File: src/rtl/shacc_pkg.sv
// shacc_pkg: shared constants for the shifter-accumulator array.
// Holds the FSM state encoding, default parameter values and a
// sign-extension helper used by the lane datapath.
package shacc_pkg;

    localparam int N_DEF  = 8;
    localparam int W_DEF  = 32;
    localparam int A_DEF  = 16;
    localparam int CW_DEF = 6;

    localparam logic [1:0] ST_IDLE  = 2'd0;
    localparam logic [1:0] ST_RUN   = 2'd1;
    localparam logic [1:0] ST_FLUSH = 2'd2;

    // Sign-extend the low 'width' bits of v to 64 bits.
    function automatic logic [63:0] sign_ext(input logic [63:0] v, input int width);
        logic signed [63:0] t;
        t = $signed(v << (64 - width));
        return t >>> (64 - width);
    endfunction

endpackage

File: src/rtl/shacc_lane.sv
// shacc_lane: one lane of the shifter-accumulator.
// Computes the next accumulator value combinationally: load, negated load
// (signed MSB plane) or shift-add. With SHACC_SAT_EN defined the exact sum
// is kept two bits wider than the accumulator and clamped to the signed
// W-bit range, and sat_o flags the clamp; otherwise the sum wraps.
module shacc_lane
    import shacc_pkg::*;
#(
    parameter int W = W_DEF,
    parameter int A = A_DEF
)(
    input  logic [W-1:0] acc_i,
    input  logic [A-1:0] plane_i,
    input  logic         first_i,
    input  logic         neg_i,
`ifdef SHACC_SAT_EN
    output logic         sat_o,
`endif
    output logic [W-1:0] next_o
);

`ifdef SHACC_SAT_EN
    localparam int XW = W + 2;
`else
    localparam int XW = W;
`endif

    logic signed [XW-1:0] acc_x_s;
    logic signed [XW-1:0] plane_x_s;
    logic signed [XW-1:0] sum_s;

    assign acc_x_s   = XW'(sign_ext(64'(acc_i), W));
    assign plane_x_s = XW'(sign_ext(64'(plane_i), A));

    // First plane loads (optionally negated); later planes shift-add.
    always_comb begin
        if (first_i) begin
            if (neg_i) begin
                sum_s = -plane_x_s;
            end else begin
                sum_s = plane_x_s;
            end
        end else begin
            sum_s = acc_x_s + acc_x_s + plane_x_s;
        end
    end

`ifdef SHACC_SAT_EN
    logic [2:0] top_s;
    assign top_s = sum_s[XW-1:W-1];

    // The value fits in W bits only when the top three bits agree.
    always_comb begin
        if ((top_s == 3'b000) || (top_s == 3'b111)) begin
            next_o = sum_s[W-1:0];
            sat_o  = 1'b0;
        end else if (sum_s[XW-1]) begin
            next_o = {1'b1, {(W-1){1'b0}}};
            sat_o  = 1'b1;
        end else begin
            next_o = {1'b0, {(W-1){1'b1}}};
            sat_o  = 1'b1;
        end
    end
`else
    assign next_o = sum_s;
`endif

endmodule

File: src/rtl/shacc_array.sv
// shacc_array: N-lane, job-sequenced shifter-accumulator.
// Accumulates nplanes MSB-first bit-plane partial sums per result
// (O = 2*O + I), hands each finished result to a one-deep holding register
// with a valid/ready handshake, and sequences nres results per job.
// Optional feature macro: SHACC_SAT_EN (saturating arithmetic + sticky sat).
module shacc_array
    import shacc_pkg::*;
#(
    parameter int N  = N_DEF,
    parameter int W  = W_DEF,
    parameter int A  = A_DEF,
    parameter int CW = CW_DEF
)(
    input  logic            clk,
    input  logic            rst_n,
    input  logic            clr,
    input  logic            start,
    input  logic [CW-1:0]   nplanes,
    input  logic [CW-1:0]   nres,
    input  logic            msb_neg,
    input  logic            in_valid,
    output logic            in_ready,
    input  logic [N*A-1:0]  I,
    output logic            out_valid,
    input  logic            out_ready,
    output logic [N*W-1:0]  O,
    output logic            busy,
    output logic            done
`ifdef SHACC_SAT_EN
    ,
    output logic            sat
`endif
);

    logic [1:0]     state_q, state_d;
    logic [CW-1:0]  pc_q, pc_d;
    logic [CW-1:0]  rc_q, rc_d;
    logic [CW-1:0]  np_q, np_d;
    logic [CW-1:0]  nr_q, nr_d;
    logic           neg_q, neg_d;
    logic [N*W-1:0] acc_q, acc_d;
    logic [N*W-1:0] hold_q, hold_d;
    logic           out_valid_q, out_valid_d;
    logic           done_q, done_d;

    logic [N*W-1:0] next_s;
    logic           first_s;
    logic           last_plane_s;
    logic           last_res_s;
    logic           in_ready_s;
    logic           accept_s;

`ifdef SHACC_SAT_EN
    logic           sat_q, sat_d;
    logic [N-1:0]   lane_sat_s;
`endif

    assign first_s      = (pc_q == {CW{1'b0}});
    assign last_plane_s = (pc_q == (np_q - CW'(1)));
    assign last_res_s   = (rc_q == (nr_q - CW'(1)));
    // The final plane of a result stalls only while the holder is full and not draining.
    assign in_ready_s   = (state_q == ST_RUN) && !(last_plane_s && out_valid_q && !out_ready);
    assign accept_s     = in_valid && in_ready_s;

    for (genvar k = 0; k < N; k++) begin : g_lane
        shacc_lane #(
            .W (W),
            .A (A)
        ) u_lane (
            .acc_i   (acc_q[k*W +: W]),
            .plane_i (I[k*A +: A]),
            .first_i (first_s),
            .neg_i   (neg_q),
`ifdef SHACC_SAT_EN
            .sat_o   (lane_sat_s[k]),
`endif
            .next_o  (next_s[k*W +: W])
        );
    end

    // Next-state logic: FSM, counters, accumulator routing and holder handshake.
    always_comb begin
        state_d     = state_q;
        pc_d        = pc_q;
        rc_d        = rc_q;
        np_d        = np_q;
        nr_d        = nr_q;
        neg_d       = neg_q;
        acc_d       = acc_q;
        hold_d      = hold_q;
        done_d      = 1'b0;
`ifdef SHACC_SAT_EN
        sat_d       = sat_q;
`endif
        if (out_valid_q && out_ready) begin
            out_valid_d = 1'b0;
        end else begin
            out_valid_d = out_valid_q;
        end

        if (clr) begin
            state_d     = ST_IDLE;
            pc_d        = {CW{1'b0}};
            rc_d        = {CW{1'b0}};
            np_d        = {CW{1'b0}};
            nr_d        = {CW{1'b0}};
            neg_d       = 1'b0;
            acc_d       = {(N*W){1'b0}};
            hold_d      = {(N*W){1'b0}};
            out_valid_d = 1'b0;
`ifdef SHACC_SAT_EN
            sat_d       = 1'b0;
`endif
        end else begin
            case (state_q)
                ST_IDLE: begin
                    if (start) begin
                        np_d  = (nplanes == {CW{1'b0}}) ? CW'(1) : nplanes;
                        nr_d  = nres;
                        neg_d = msb_neg;
                        pc_d  = {CW{1'b0}};
                        rc_d  = {CW{1'b0}};
`ifdef SHACC_SAT_EN
                        sat_d = 1'b0;
`endif
                        state_d = (nres == {CW{1'b0}}) ? ST_FLUSH : ST_RUN;
                    end else begin
                        state_d = ST_IDLE;
                    end
                end
                ST_RUN: begin
                    if (accept_s) begin
`ifdef SHACC_SAT_EN
                        sat_d = sat_q | (|lane_sat_s);
`endif
                        if (last_plane_s) begin
                            hold_d      = next_s;
                            out_valid_d = 1'b1;
                            pc_d        = {CW{1'b0}};
                            rc_d        = rc_q + CW'(1);
                            state_d     = last_res_s ? ST_FLUSH : ST_RUN;
                        end else begin
                            acc_d = next_s;
                            pc_d  = pc_q + CW'(1);
                        end
                    end else begin
                        state_d = ST_RUN;
                    end
                end
                ST_FLUSH: begin
                    if (!out_valid_q || out_ready) begin
                        state_d = ST_IDLE;
                        done_d  = 1'b1;
                    end else begin
                        state_d = ST_FLUSH;
                    end
                end
                default: begin
                    state_d = ST_IDLE;
                end
            endcase
        end
    end

    // State registers with asynchronous active-low reset.
    always_ff @(posedge clk or negedge rst_n) begin
        if (!rst_n) begin
            state_q     <= ST_IDLE;
            pc_q        <= {CW{1'b0}};
            rc_q        <= {CW{1'b0}};
            np_q        <= {CW{1'b0}};
            nr_q        <= {CW{1'b0}};
            neg_q       <= 1'b0;
            acc_q       <= {(N*W){1'b0}};
            hold_q      <= {(N*W){1'b0}};
            out_valid_q <= 1'b0;
            done_q      <= 1'b0;
`ifdef SHACC_SAT_EN
            sat_q       <= 1'b0;
`endif
        end else begin
            state_q     <= state_d;
            pc_q        <= pc_d;
            rc_q        <= rc_d;
            np_q        <= np_d;
            nr_q        <= nr_d;
            neg_q       <= neg_d;
            acc_q       <= acc_d;
            hold_q      <= hold_d;
            out_valid_q <= out_valid_d;
            done_q      <= done_d;
`ifdef SHACC_SAT_EN
            sat_q       <= sat_d;
`endif
        end
    end

    assign in_ready  = in_ready_s;
    assign out_valid = out_valid_q;
    assign O         = hold_q;
    assign busy      = (state_q != ST_IDLE);
    assign done      = done_q;
`ifdef SHACC_SAT_EN
    assign sat       = sat_q;
`endif

endmodule

File: config.mk
export PLATFORM = sky130hd
export DESIGN_NAME = shacc_array
export DESIGN_NICKNAME = d
export VERILOG_FILES = /design/src/rtl/shacc_pkg.sv /design/src/rtl/shacc_lane.sv /design/src/rtl/shacc_array.sv
export SDC_FILE = /design/constraint.sdc
export NUM_CORES = 2
export LEC_CHECK = 0
export BUFFER_PORTS_ARGS = -buffer_cell sky130_fd_sc_hd__buf_4
export CORE_MARGIN = 1
export CORE_UTILIZATION = 59
export DETAILED_ROUTE_END_ITERATION = 8
export PLACE_DENSITY = 0.92
export SLEW_MARGIN = 40
export SYNTH_ARGS = -nofsm -noshare
export SYNTH_HDL_FRONTEND = slang
export SYNTH_HIERARCHICAL = 1
export SYNTH_SLANG_ARGS = --single-unit
File: constraint.sdc
create_clock -name clk -period 3.95 [get_ports clk]
set_clock_uncertainty 0.15 [all_clocks]
set_input_delay 0.1975 -clock clk [delete_from_list [all_inputs] [get_ports clk]]
set_output_delay 0.1975 -clock clk [all_outputs]
set_load 0.02 [all_outputs]
==> impl_metrics.csv <==
group,metric,value,unit
status,outcome,"complete, no violations",
placement,place_area,40900,um^2
global_route,grtUsageTotal,0.369,
sta,hold_ws,0.0489,ns
logic_synthesis,synth_cells,3937,
critical_path,critPathKind,"reg2reg",
layout,final.fill_count,4261,
clock_tree,clockBufferDepth,3,
sta,max_slew_margin,0.439,
routing,final_antenna_net_count,0,
placement,port_buffers,406,
clock_tree,clkSinkCount,533,
logic_synthesis,yosysWarnings,6,
pwr,power_density,455,nW/um^2
die,ios,407,
clock_tree,h-tree-depth,2,
clock_tree,clk_pin_slew_worst_paths,0.08,ns
die,die-area,64300,um^2
pwr,total_leakage_power,21.6,nW
layout,final_common_cell,"dfrtp_1",
global_route,grt_overflow,0,
clock_tree,post_cts_resized,0,
layout,multi_input_area,22300,um^2
critical_path,arrival,3.94,ns
critical_path,startpoint_type,"flip-flop",
layout,nets,4791,
critical_path,cp_max_fo,5,
pwr,p_comb_frac,0.383,
logic_synthesis,syn_area,37300,um^2
critical_path,critPathCaptureType,"flip-flop",
hold_path,hold_path.class,"in2reg",
critical_path,ff2ff_setup_slack,0.35,ns
die,core_area,62100,um^2
run,cap_violations,0,
layout,drive_gt1_frac,0.141,
layout,fin_cells,5267,
placement,place_inst,5025,
pwr,seqPwrFrac,0.313,
die,std_cell_rows,91,
routing,via_count,36100,
pwr,switching_power,0.00761,W
clock_tree,cts_setup_buffers,0,
die,die_h,253,um
pwr,sw_frac_of_total,0.377,
critical_path,required,4.30,ns
routing,first_pass_iters,8,
sta,slew_violations,0,
sta,tightest_slew,0.841,ns
sta,hold_viol,0,
clock_tree,cts_buffers,59,
layout,seqCellArea,13300,um^2
global_route,first_global_vias,35300,
sta,layout_min_cycle_time,3.60,ns
pwr,ir_drop,0.348,mV
sta,finalSetupTns,0,ns
sta,fin_crit_sh,0.910,
sta,setup_viol,0,
layout,final_util,0.715,
routing,routedWlPerCell,22.9,um
global_route,antenna_found_initial,8,
layout,final_cell_mix,"dfrtp_1 (532), a22o_1 (504), buf_4 (444), nand2_1 (305), a21oi_1 (272)",
layout,final_area,44400,um^2
logic_synthesis,avgSynthCellArea,9.48,um^2
global_route,grt_max_degree,117,
layout,area_growth,18.9,%
routing,drcViolationCount,0,
clock_tree,worstSkewPairLatency,0.63,ns
placement,place.gp.congestion,0.956,
routing,via_per_inst,6.85,
die,start_util,0.601,
clock_tree,cts_tree,"yes",
pwr,clkPwrFrac,0.304,
placement,dpl.hpwl,76800,um
logic_synthesis,synthesis.nets,4353,
die,die_w,253,um
pwr,internal-power,0.0126,W
routing,drt_iter0_drc,3903,
sta,max_freq,278,MHz
routing,wl,121000,um
clock_tree,cts_root_buf,"clkbuf_16",
sta,rsz0062_at_grt,"false",
global_route,grt_pass1_wl,191000,um
power by group through the flow:
stage          Sequential [W]  Clock [W]  Combinational (W)
2_1_floorplan         0.00626          0            0.00544
3_3_place_gp          0.00636          0            0.00699
3_5_place_dp          0.00637          0            0.00721
4_1_cts               0.00629    0.00616            0.00741
5_1_grt               0.00636    0.00641            0.00835
6_report              0.00631    0.00614            0.00774
per-stage QoR:
step / setup WS (ns) / power [W]
2_1_floorplan: 1.00 / 0.0117
3_3_place_gp: 0.735 / 0.0134
3_5_place_dp: 0.568 / 0.0136
4_1_cts: 0.560 / 0.0199
5_1_grt: 0.202 / 0.0211
6_report: 0.355 / 0.0202
worst max-delay path: stages (launching register included):
cell,delay [ns]
dfrtp_1,0.38
ha_1,0.20
inv_1,0.08
fa_1,0.45
nor2b_4,0.16
o31a_1,0.22
a41oi_2,0.22
o211ai_2,0.31
a41oi_2,0.28
o21a_1,0.28
o21ai_2,0.13
xnor2_1,0.16
o21ai_1,0.12
a22o_1,0.31
worst paths after layout:
kind | to | cells past startpoint | startpoint
worst max-delay path | O[245] | 13 | acc_q[224]
worst min-delay path | acc_q[70] | 5 | I[38]
worst max register to register | O[245] | 13 | acc_q[224]
worst min register to register | O[99] | 1 | O[99]
max in group asynchronous | acc_q[1] | 4 | rst_n
min in group asynchronous | O[128] | 3 | rst_n
repair_timing:
item	4_1_cts	5_1_grt
hold buffers	126	0
hold endpoints to repair	561	0
endpoints found under the setup margin	0	0
per-layer routing:
layer | vias to the layer above | wire, um | track usage
met5 | - | 44 | 0
met4 | 6 | 8050 | 0.217
met3 | 662 | 12500 | 0.0908
met2 | 2308 | 54300 | 0.578
met1 | 17200 | 45900 | 0.463
li1 | 15900 | - | -
state kept, by name, summed over array words and instances (netlist names), 2 cells and up:
name     flops
acc_q      248
state_q      2
np_q         6
pc_q         6
O          256
nr_q         6
rc_q         6
cell type report:
type                            instances  area share
Antenna cell                            5    0.000282
Clock buffer                           78      0.0377
Clock inverter                         33      0.0105
Inverter                              100     0.00846
Multi-Input combinational cell       3086       0.504
Sequential cell                       533       0.301
Tap cell                              837      0.0236
Timing Repair Buffer                  595       0.115
Power figures use the tool's default switching activity.
